==> src/rtl/aes_gf_pkg.sv <==
// GF(2^8) helpers and shared types for the iterative AES MixColumns unit.
package aes_gf_pkg;

   localparam logic [7:0] AES_POLY = 8'h1B;

   typedef enum logic [1:0] {
      IDLE = 2'd0,
      BUSY = 2'd1,
      DONE = 2'd2
   } mc_state_t;

   function automatic logic [7:0] xtime(input logic [7:0] b);
      return {b[6:0], 1'b0} ^ (b[7] ? AES_POLY : 8'h00);
   endfunction

   // Shift-and-add multiply; the constant operand is one of the small matrix coefficients.
   function automatic logic [7:0] gf_mul(input logic [7:0] b, input logic [7:0] k);
      logic [7:0] acc;
      logic [7:0] p;
      acc = 8'h00;
      p   = b;
      for (int i = 0; i < 8; i++) begin
         if (k[i]) acc = acc ^ p;
         p = xtime(p);
      end
      return acc;
   endfunction

endpackage

==> src/rtl/mix_column_word.sv <==
// Combinational MixColumns / InvMixColumns of one 32-bit AES column (row 0 in bits [31:24]).
module mix_column_word
   import aes_gf_pkg::*;
(
   input  logic [31:0] col,
   input  logic        inv,
   output logic [31:0] mixed
);

   logic [7:0] a    [4];
   logic [7:0] coef [4];
   logic [7:0] r    [4];
   logic [1:0] sel;

   always_comb begin
      for (int i = 0; i < 4; i++) begin
         a[i] = col[31-8*i -: 8];
      end
      if (inv) begin
         coef[0] = 8'h0E; coef[1] = 8'h0B; coef[2] = 8'h0D; coef[3] = 8'h09;
      end else begin
         coef[0] = 8'h02; coef[1] = 8'h03; coef[2] = 8'h01; coef[3] = 8'h01;
      end
      sel   = 2'd0;
      mixed = 32'h0;
      // Row i uses the coefficient row rotated right by i.
      for (int i = 0; i < 4; i++) begin
         r[i] = 8'h00;
         for (int j = 0; j < 4; j++) begin
            sel  = 2'(j - i);
            r[i] = r[i] ^ gf_mul(a[j], coef[sel]);
         end
         mixed[31-8*i -: 8] = r[i];
      end
   end

endmodule

==> src/rtl/mix_columns_iter.sv <==
// Iterative AES MixColumns / InvMixColumns over a vecSize-column state, COLS_PER_CYCLE columns per clock.
//
//   state | meaning
//   IDLE  | in_ready high; waiting for in_valid to capture a new state
//   BUSY  | transforming one column group per clock in the work register
//   DONE  | out_valid high; result held until out_ready
module mix_columns_iter
   import aes_gf_pkg::*;
#(
   parameter int regSize        = 32,
   parameter int vecSize        = 4,
   parameter int COLS_PER_CYCLE = 1
) (
   input  logic                             clk,
   input  logic                             rst,
   input  logic                             in_valid,
   output logic                             in_ready,
   input  logic                             inv,
   input  logic [vecSize-1:0][regSize-1:0]  vect,
   output logic                             out_valid,
   input  logic                             out_ready,
   output logic [vecSize-1:0][regSize-1:0]  new_vect
);

   localparam int CW = $clog2(vecSize) + 1;
   localparam int IW = (vecSize > 1) ? $clog2(vecSize) : 1;
   localparam logic [CW-1:0] LAST_GRP = CW'(vecSize - COLS_PER_CYCLE);
   localparam logic [CW-1:0] STEP     = CW'(COLS_PER_CYCLE);

   mc_state_t                         state, state_nxt;
   logic [CW-1:0]                     col_cnt;
   logic [vecSize-1:0][regSize-1:0]   work;
   logic                              mode;
   logic                              last_grp;
   logic [IW-1:0]                     grp_idx   [COLS_PER_CYCLE];
   logic [regSize-1:0]                grp_mixed [COLS_PER_CYCLE];

   assign last_grp = (col_cnt == LAST_GRP);
   assign new_vect = work;

   // Columns are independent, so each group is read and rewritten in place.
   for (genvar g = 0; g < COLS_PER_CYCLE; g++) begin : g_col
      assign grp_idx[g] = IW'(col_cnt + CW'(g));
      mix_column_word u_mix (
         .col   (work[grp_idx[g]]),
         .inv   (mode),
         .mixed (grp_mixed[g])
      );
   end

   always_ff @(posedge clk or posedge rst) begin
      if (rst) state <= IDLE;
      else     state <= state_nxt;
   end

   always_comb begin
      state_nxt = state;
      in_ready  = 1'b0;
      out_valid = 1'b0;
      case (state)
         IDLE: begin
            in_ready = 1'b1;
            if (in_valid) state_nxt = BUSY;
         end
         BUSY: begin
            if (last_grp) state_nxt = DONE;
         end
         DONE: begin
            out_valid = 1'b1;
            if (out_ready) state_nxt = IDLE;
         end
         default: state_nxt = IDLE;
      endcase
   end

   always_ff @(posedge clk or posedge rst) begin
      if (rst) begin
         col_cnt <= '0;
         work    <= '0;
         mode    <= 1'b0;
      end else begin
         case (state)
            IDLE: begin
               if (in_valid) begin
                  work    <= vect;
                  mode    <= inv;
                  col_cnt <= '0;
               end
            end
            BUSY: begin
               for (int g = 0; g < COLS_PER_CYCLE; g++) begin
                  work[grp_idx[g]] <= grp_mixed[g];
               end
               col_cnt <= col_cnt + STEP;
            end
            default: ;
         endcase
      end
   end

endmodule

==> config.mk <==
export PLATFORM = sky130hd
export DESIGN_NAME = mix_columns_iter
export DESIGN_NICKNAME = d
export VERILOG_FILES = /design/src/rtl/aes_gf_pkg.sv /design/src/rtl/mix_column_word.sv /design/src/rtl/mix_columns_iter.sv
export SDC_FILE = /design/constraint.sdc
export NUM_CORES = 1
export LEC_CHECK = 0
export CORE_AREA = 5 5 204 225
export CTS_CLUSTER_SIZE = 16
export DETAILED_ROUTE_END_ITERATION = 8
export DIE_AREA = 0 0 209 230
export SKIP_LAST_GASP = 1
export SLEW_MARGIN = 20
export SYNTH_ARGS = -nofsm -noshare
export SYNTH_HDL_FRONTEND = slang
export SYNTH_HIERARCHICAL = 1
export SYNTH_SLANG_ARGS = --single-unit
==> constraint.sdc <==
create_clock -name clk -period 7.95 [get_ports clk]
set_input_delay 0.795 -clock clk [delete_from_list [all_inputs] [get_ports clk]]
set_output_delay 0.795 -clock clk [all_outputs]
set_load 0.005 [all_outputs]
# Yosys cells after proc, flatten, opt, wreduce, memory -nomap -nowiden
# Index checks and enable logic that the tools add are counted.
# totals
ff_bits,134
inputBits,133
out_inout_bits,130
wordCells,346
# classes
add_sub_neg,1
magnitude_cmp,2
n_eq_ne,6
n_mux,172
bitwise_logic,152
n_reduce_logical,6
# op_table
cell,count
8-bit XOR,151
8-bit 2-to-1 mux,128
128-bit case mux with 2 select lines,1
5-bit 2-to-1 mux,28
128-bit bitwise mux,1
128-bit 2-to-1 mux,1
32-bit binary-select mux with 2-bit select,1
32-bit demux with 2-bit select,1
32-bit 2-to-1 mux,2
28-bit 2-to-1 mux,1
8-bit by 5-bit XOR with 8-bit output,1
2-bit 2-to-1 mux,3
"2-bit != test, second input constant",3
2-bit case mux with 3 select lines,1
3-bit case mux with 2 select lines,1
2-bit AND reduction,2
"3-bit by 1-bit adder with 3-bit output, second input constant",1
"3-bit by 2-bit == test with 1-bit output, second input constant",1
"2-bit by 3-bit less-than comparator with 1-bit output, second input constant",1
3-bit 2-to-1 mux,1
3-bit AND reduction,1
"2-bit by 1-bit == test with 1-bit output, second input constant",1
"2-bit == test, second input constant",1
"2-bit by 1-bit greater-or-equal comparator with 1-bit output, second input constant",1
other kinds (4),5

# Depth between registers and ports, before layout
# Gate-level depths: netlist (run 1).
# depth
word_depth,23
ltp_mapped,12
mapped_depth_nobuf,9

# Hierarchy
# The synthesis (run 1) kept the hierarchy.
# by_module_without_submodules
module,n_inst,cells_per_inst,area_per_inst_um2,seq_area_each_um2
mix_columns_iter,1,694,8587.0,3353.2
mix_column_word,1,234,2097.0,0.0

# Worst setup path before layout (run 1)
# Ideal clock, no wire load.
# synth_timing
path_type,register to register
startpoint,register col_cnt[0]
endpoint,register work (netlist bit new_vect[123])
setup_time_ns,0.126
arrival_time_ns,3.565
required_ns,7.824
slack_ns,4.259
stages_incl_launch_ff,13
n_path_buf,3
synth_period_minus_slack_ns,3.691
cell_sequence,dfrtp_1 buf_2 buf_2 mux4_2 buf_4 xnor2_2 xor2_1 xnor3_1 xnor2_1 nand2b_2 xnor3_1 and4b_1 a311o_1
# synth_lines
element,line_no,source
"start, declared",mix_columns_iter.sv:31,logic [CW-1:0] col_cnt;
"start signal, assigned",mix_columns_iter.sv:94,col_cnt <= col_cnt + STEP;
"end signal, assigned",mix_columns_iter.sv:85,work <= vect;
"end signal, assigned by index",mix_columns_iter.sv:92,work[grp_idx[g]] <= grp_mixed[g];
"end, declared",mix_columns_iter.sv:32,logic [vecSize-1:0][regSize-1:0] work;

==> run_results.csv, run 1 <==
group,metric,value,unit
cts,cts_setup_buffers,0,
grt,grt_pass1_wl,66400,um
cts,cts-buffers-inserted,17,
placed_design,dpl.hpwl,31300,um
timing,tns,0,ns
synthesis,yosysTopAreaCellShare,31.4,%
cts,cts_max_path_buffers,2,
timing,setup_viol,0,
timing,period_share,56.8,%
synthesis,synth_cells,928,
run,cap_violations,0,
routing,drt-met1-wl,19100,um
setup_path,cp.required,8.27,ns
routing,dr_wl_met3,1960,um
routing,wl_met2,23000,um
grt,gr-total-overflow,0,
synthesis,yosysUniqueCellTypes,29,
synthesis,seq_area_frac_synth,31.4,%
floorplanning,initial_core_util,24.7,%
layout,regArea,0.00336,sq mm
setup_path,end_kind,"flip-flop",
routing,avgViaCountPerCell,5.52,
hold_path,min_path_type,"flip-flop to flip-flop",
cts,clk_pin_slew_worst_paths,0.06,ns
timing,tightest_slew,1.02,ns
timing,layout_min_cycle_time,4.51,ns
routing,drc,0,
cts,cts_root_buffer,"clkbuf_16",
placed_design,place_ws,3.44,ns
layout,fill_cells,4389,
cts,clock_sinks,134,
routing,wl_per_cell,26.9,um
layout,drive_above_1_share,8.92,%
timing,rsz0062_at_grt,"false",
synthesis,yosys-top-cells-area,"dfrtp_1, a311o_1, and4b_1",
synthesis,mappedNetlistNets,1066,
grt,first_global_vias,9709,
synthesis,synth_edf_count,0,
setup_path,cp.arrival,4.84,ns
routing,drtIter0Drc,754,
synthesis,ys_seq_elements,134,
cts,cts_max_level,4,
layout,area_growth,34.2,%
floorplanning,rows,80,
synthesis,avgSynthCellArea,11.5,sq um
synthesis,synth_top_area_cell,"dfrtp_1",
floorplanning,die_w,209,um
floorplanning,die_h,230,um
routing,drtAntennaViolNets,0,
setup_path,path_class,"flip-flop to flip-flop",
timing,clock_skew,0.0130,ns
placed_design,globalplace.congestion,0.899,
grt,grt_start_max_net_pins,131,
placed_design,numPortBuffers,262,
routing,dr.pass1.iters,5,
cts,cts_tree,"done",
setup_path,cp-start-kind,"flip-flop",
layout,multi_input_area,0.00678,sq mm
timing,max_clock_freq,0.222,GHz
grt,antenna_found_initial,1,
layout,fin_nets,1235,
grt,grtUsageTotal,18.1,%
synthesis,synth_warnings,6,
synthesis,syn_area,0.0107,sq mm
routing,finalWirelength,45300,um
synthesis,synthFlopType,"dfrtp_1",
timing,slew_headroom,32.2,%
routing,top_layer,"met4",
cts,ctsResizeCount,0,
floorplanning,ios,263,
cts,ctsHoldBuffers,0,
timing,slew_viol_final,0,
cts,insertion_delay,0.45,ns
timing,fin_ws,3.44,ns
synthesis,synthArstFlopShare,100,%
setup_path,path_max_fanout,23,
floorplanning,die_area,0.0481,sq mm
routing,vias,9307,
floorplanning,fp.coreArea,0.0432,sq mm
timing,finalHoldViolCount,0,
status,status,"completed",
metrics by stage:
stage               area, sq um  utilization [%]  hold WS, ns  instances
finish                    14300             33.2        0.506       1685
global route              14300             33.2        0.546       1685
CTS                       14300             33.1        0.508       1683
detailed placement        13600             31.5        0.486       1651
global placement          13600             31.5        0.483       1651
floorplan                 10700                -        0.466        928
flip-flops by register name, indices dropped and copies added (netlist names):
name / flops
col_cnt: 3
mode: 1
new_vect: 128
state: 2
cell families after synthesis:
| family | count (synthesis) | synth area share (%) |
|---|---|---|
| AO/OA/AOI/OAI | 135 | 12.4 |
| XOR/XNOR | 197 | 17.8 |
| adder cells (fa/ha/maj) | 5 | 0.586 |
| buffers and inverters | 136 | 5.20 |
| flip-flops | 134 | 31.4 |
| multiplexers | 37 | 7.24 |
| AND/OR/NAND/NOR | 284 | 25.3 |
cells in the mapped netlist (6+ instances only):
master      n
xnor2_1   142
clkbuf_1  100
inv_1       6
a311o_1   128
nand2_1    17
buf_2      24
mux4_2     32
nor4bb_1  128
and4b_1   128
xor2_1     39
dfrtp_1   134
xnor3_1     8
cell type report:
cell class / instances / area share (%)
diodes: 1 / 0.0175
repair buffers: 280 / 19.4
clock buffers: 21 / 3.28
well taps: 574 / 5.01
flip-flops and latches: 134 / 23.5
clock inverters: 11 / 1.37
inverters: 6 / 0.192
multi-input cells: 658 / 47.3
critical path, cell delays in order (launching register included):
cell and delay [ns]:
dfrtp_2 0.70, buf_4 0.52, mux4_2 0.78, xnor3_1 0.42, xor2_1 0.26, xnor3_1 0.36, nand2_1 0.09, xor2_1 0.41
xnor2_1 0.27, and4b_1 0.26, a311o_1 0.31
layer usage:
layer	vias up	global-route usage, %
met4	0	6.51
met1	4867	22.9
li1	4070	-
met2	313	31.2
met3	57	2.70
met5	-	0
path summary, 6_finish.rpt:
path                                             start                  endpoint  slack, ns  cells after the start
worst min-delay path            col_cnt[2]$_DFFE_PP0P_    col_cnt[2]$_DFFE_PP0P_       0.51                      1
worst max-delay path            col_cnt[0]$_DFFE_PP0P_  new_vect[38]$_DFFE_PP0P_       3.44                     10
max in group asynchronous                          rst      state[1]$_DFFE_PP0P_       5.92                      3
worst max register to register  col_cnt[0]$_DFFE_PP0P_  new_vect[38]$_DFFE_PP0P_       3.44                     10
min in group asynchronous                          rst  new_vect[71]$_DFFE_PP0P_       0.80                      2
worst min register to register  col_cnt[2]$_DFFE_PP0P_    col_cnt[2]$_DFFE_PP0P_       0.51                      1
cells in the final DEF, fill, tap and decap left out, types with 8 or more instances in the layout:
cell type	Yosys	routed
dfrtp_1	134	130
nor4bb_1	128	128
mux4_2	32	32
and4b_1	128	128
buf_4	4	16
xor2_1	39	39
a311o_1	128	128
xnor2_1	142	142
nand2_1	17	17
xnor3_1	8	8
clkdlybuf4s50_1	0	261
clkbuf_16	0	17
Power of run 1 is not shown: default switching activity piles up to over one toggle a cycle in this logic, so the estimate is an artifact.
==> run 2: changes to the inputs <==
==> constraint.sdc (replaced) <==
create_clock -name clk -period 4.7 [get_ports clk]
set_input_delay 0.47 -clock clk [delete_from_list [all_inputs] [get_ports clk]]
set_output_delay 0.47 -clock clk [all_outputs]
set_load 0.005 [all_outputs]
==> run 2 against run 1 <==
Worst hold slack got worse by 0.025 ns; critical endpoint is now new_vect[12]$_DFFE_PP0P_; final cell count increased by 0.24%; design area increased by 0.18%; maximum frequency increased by 8.7%; global-route usage about the same; critical path type unchanged.
==> run_results.csv, run 2 (same netlist as run 1, synthesis figures left out) <==
group,metric,value,unit
status,status,"completed",
timing,fin_ws,0.547,ns
floorplanning,fp.coreArea,0.0432,sq mm
timing,clock_skew,0.0141,ns
timing,slew_viol_final,0,
layout,regArea,0.00336,sq mm
cts,ctsHoldBuffers,0,
grt,grt_pass1_wl,66600,um
placed_design,place_ws,0.569,ns
layout,largest_reg_flops,128,
layout,fin_nets,1239,
grt,antenna_found_initial,2,
cts,cts_max_level,4,
cts,clk_pin_slew_worst_paths,0.06,ns
timing,layout_min_cycle_time,4.15,ns
run,cap_violations,0,
layout,multi_input_area,0.00678,sq mm
timing,period_share,88.4,%
timing,rsz0062_at_grt,"false",
routing,wl_met2,22900,um
grt,grt_start_max_net_pins,100,
floorplanning,die_area,0.0481,sq mm
setup_path,r2r-start,"col_cnt[0]$_DFFE_PP0P_",
cts,cts_root_buffer,"clkbuf_16",
routing,dr_wl_met3,2150,um
grt,grtUsageTotal,18.1,%
setup_path,cp-start-kind,"flip-flop",
routing,avgViaCountPerCell,5.51,
routing,dr.pass1.iters,6,
layout,fill_cells,4386,
hold_path,min_path_type,"input port to async pin",
routing,wl_per_cell,27.1,um
routing,drc,0,
setup_path,crit_path_max_incr_delay,0.69,ns
setup_path,end_kind,"flip-flop",
placed_design,numPortBuffers,262,
routing,drt-met1-wl,19300,um
routing,vias,9305,
cts,cts_setup_buffers,0,
setup_path,cp.required,5.06,ns
timing,finalHoldViolCount,0,
cts,cts_tree,"done",
routing,drtIter0Drc,874,
floorplanning,ios,263,
placed_design,globalplace.congestion,0.900,
grt,gr-total-overflow,0,
layout,area_growth,34.5,%
floorplanning,initial_core_util,24.7,%
setup_path,path_class,"flip-flop to flip-flop",
layout,layout_common_cells,"clkdlybuf4s50_1, xnor2_1, dfrtp_1",
cts,clock_sinks,134,
layout,mostFrequentLayoutCell,"clkdlybuf4s50_1",
setup_path,crit_start,"col_cnt[0]$_DFFE_PP0P_",
placed_design,dpl.hpwl,32200,um
routing,drtAntennaViolNets,0,
cts,cts-buffers-inserted,17,
setup_path,crit_top_cell,"xnor2_1",
routing,finalWirelength,45700,um
grt,first_global_vias,9670,
layout,drive_above_1_share,9.25,%
cts,insertion_delay,0.44,ns
timing,tightest_slew,1.09,ns
timing,tns,0,ns
floorplanning,rows,80,
setup_path,cp_slowest_cell,"mux4_2",
floorplanning,die_w,209,um
floorplanning,die_h,230,um
setup_path,r2r_slack,0.55,ns
timing,slew_headroom,27.1,%
cts,ctsResizeCount,0,
timing,whs,0.481,ns
setup_path,path_max_fanout,31,
setup_path,cp.arrival,4.51,ns
timing,max_clock_freq,0.241,GHz
timing,setup_viol,0,
routing,top_layer,"met4",
setup_path,path_cells,"buf_12 > mux4_2 > xnor2_1 > xnor3_1 > xnor2_1 > xnor2_1 > nand2_1 > xnor2_1 > and4b_1 > a311o_1",
cts,cts_max_path_buffers,2,
## run 2: path summary, 6_finish.rpt
path / to / depth (start not counted)
max: new_vect[12]$_DFFE_PP0P_ / 10
min: new_vect[72]$_DFFE_PP0P_ / 2
max reg2reg: new_vect[12]$_DFFE_PP0P_ / 10
min reg2reg: col_cnt[2]$_DFFE_PP0P_ / 1
max in group asynchronous: state[0]$_DFFE_PP0P_ / 3
min in group clk: col_cnt[2]$_DFFE_PP0P_ / 1
## run 2: worst max-delay path, delay by kind of cell, from the launching register on
| kind | cells | cell delay (ns) |
|---|---|---|
| flip-flops | 1 | 0.49 |
| AO/OA/AOI/OAI | 1 | 0.13 |
| XOR/XNOR | 5 | 2.02 |
| AND/OR/NAND/NOR | 2 | 0.41 |
| multiplexers | 1 | 0.69 |
| buffers and inverters | 1 | 0.30 |
## run 2: cell type report
class	count	area share, %
clock buffers	20	3.25
inverters	6	0.192
diodes	2	0.0348
multi-input cells	658	47.2
clock inverters	11	1.37
well taps	574	5.00
flip-flops and latches	134	23.4
repair buffers	284	19.6
## run 2: per-stage QoR
stage	util, %	cells	area, sq um
5_1_grt	33.2	1689	14400
3_5_place_dp	31.7	1656	13700
4_1_cts	33.2	1687	14400
6_report	33.2	1689	14400
3_3_place_gp	31.7	1656	13700
2_1_floorplan	-	928	10700
## run 2: layer usage
layer,vias to the layer above,global-route usage (%)
met3,66,2.44
met5,-,0
met4,0,6.71
met1,4803,23.4
met2,363,30.8
li1,4073,-
Power of run 2 is left out for the same reason.
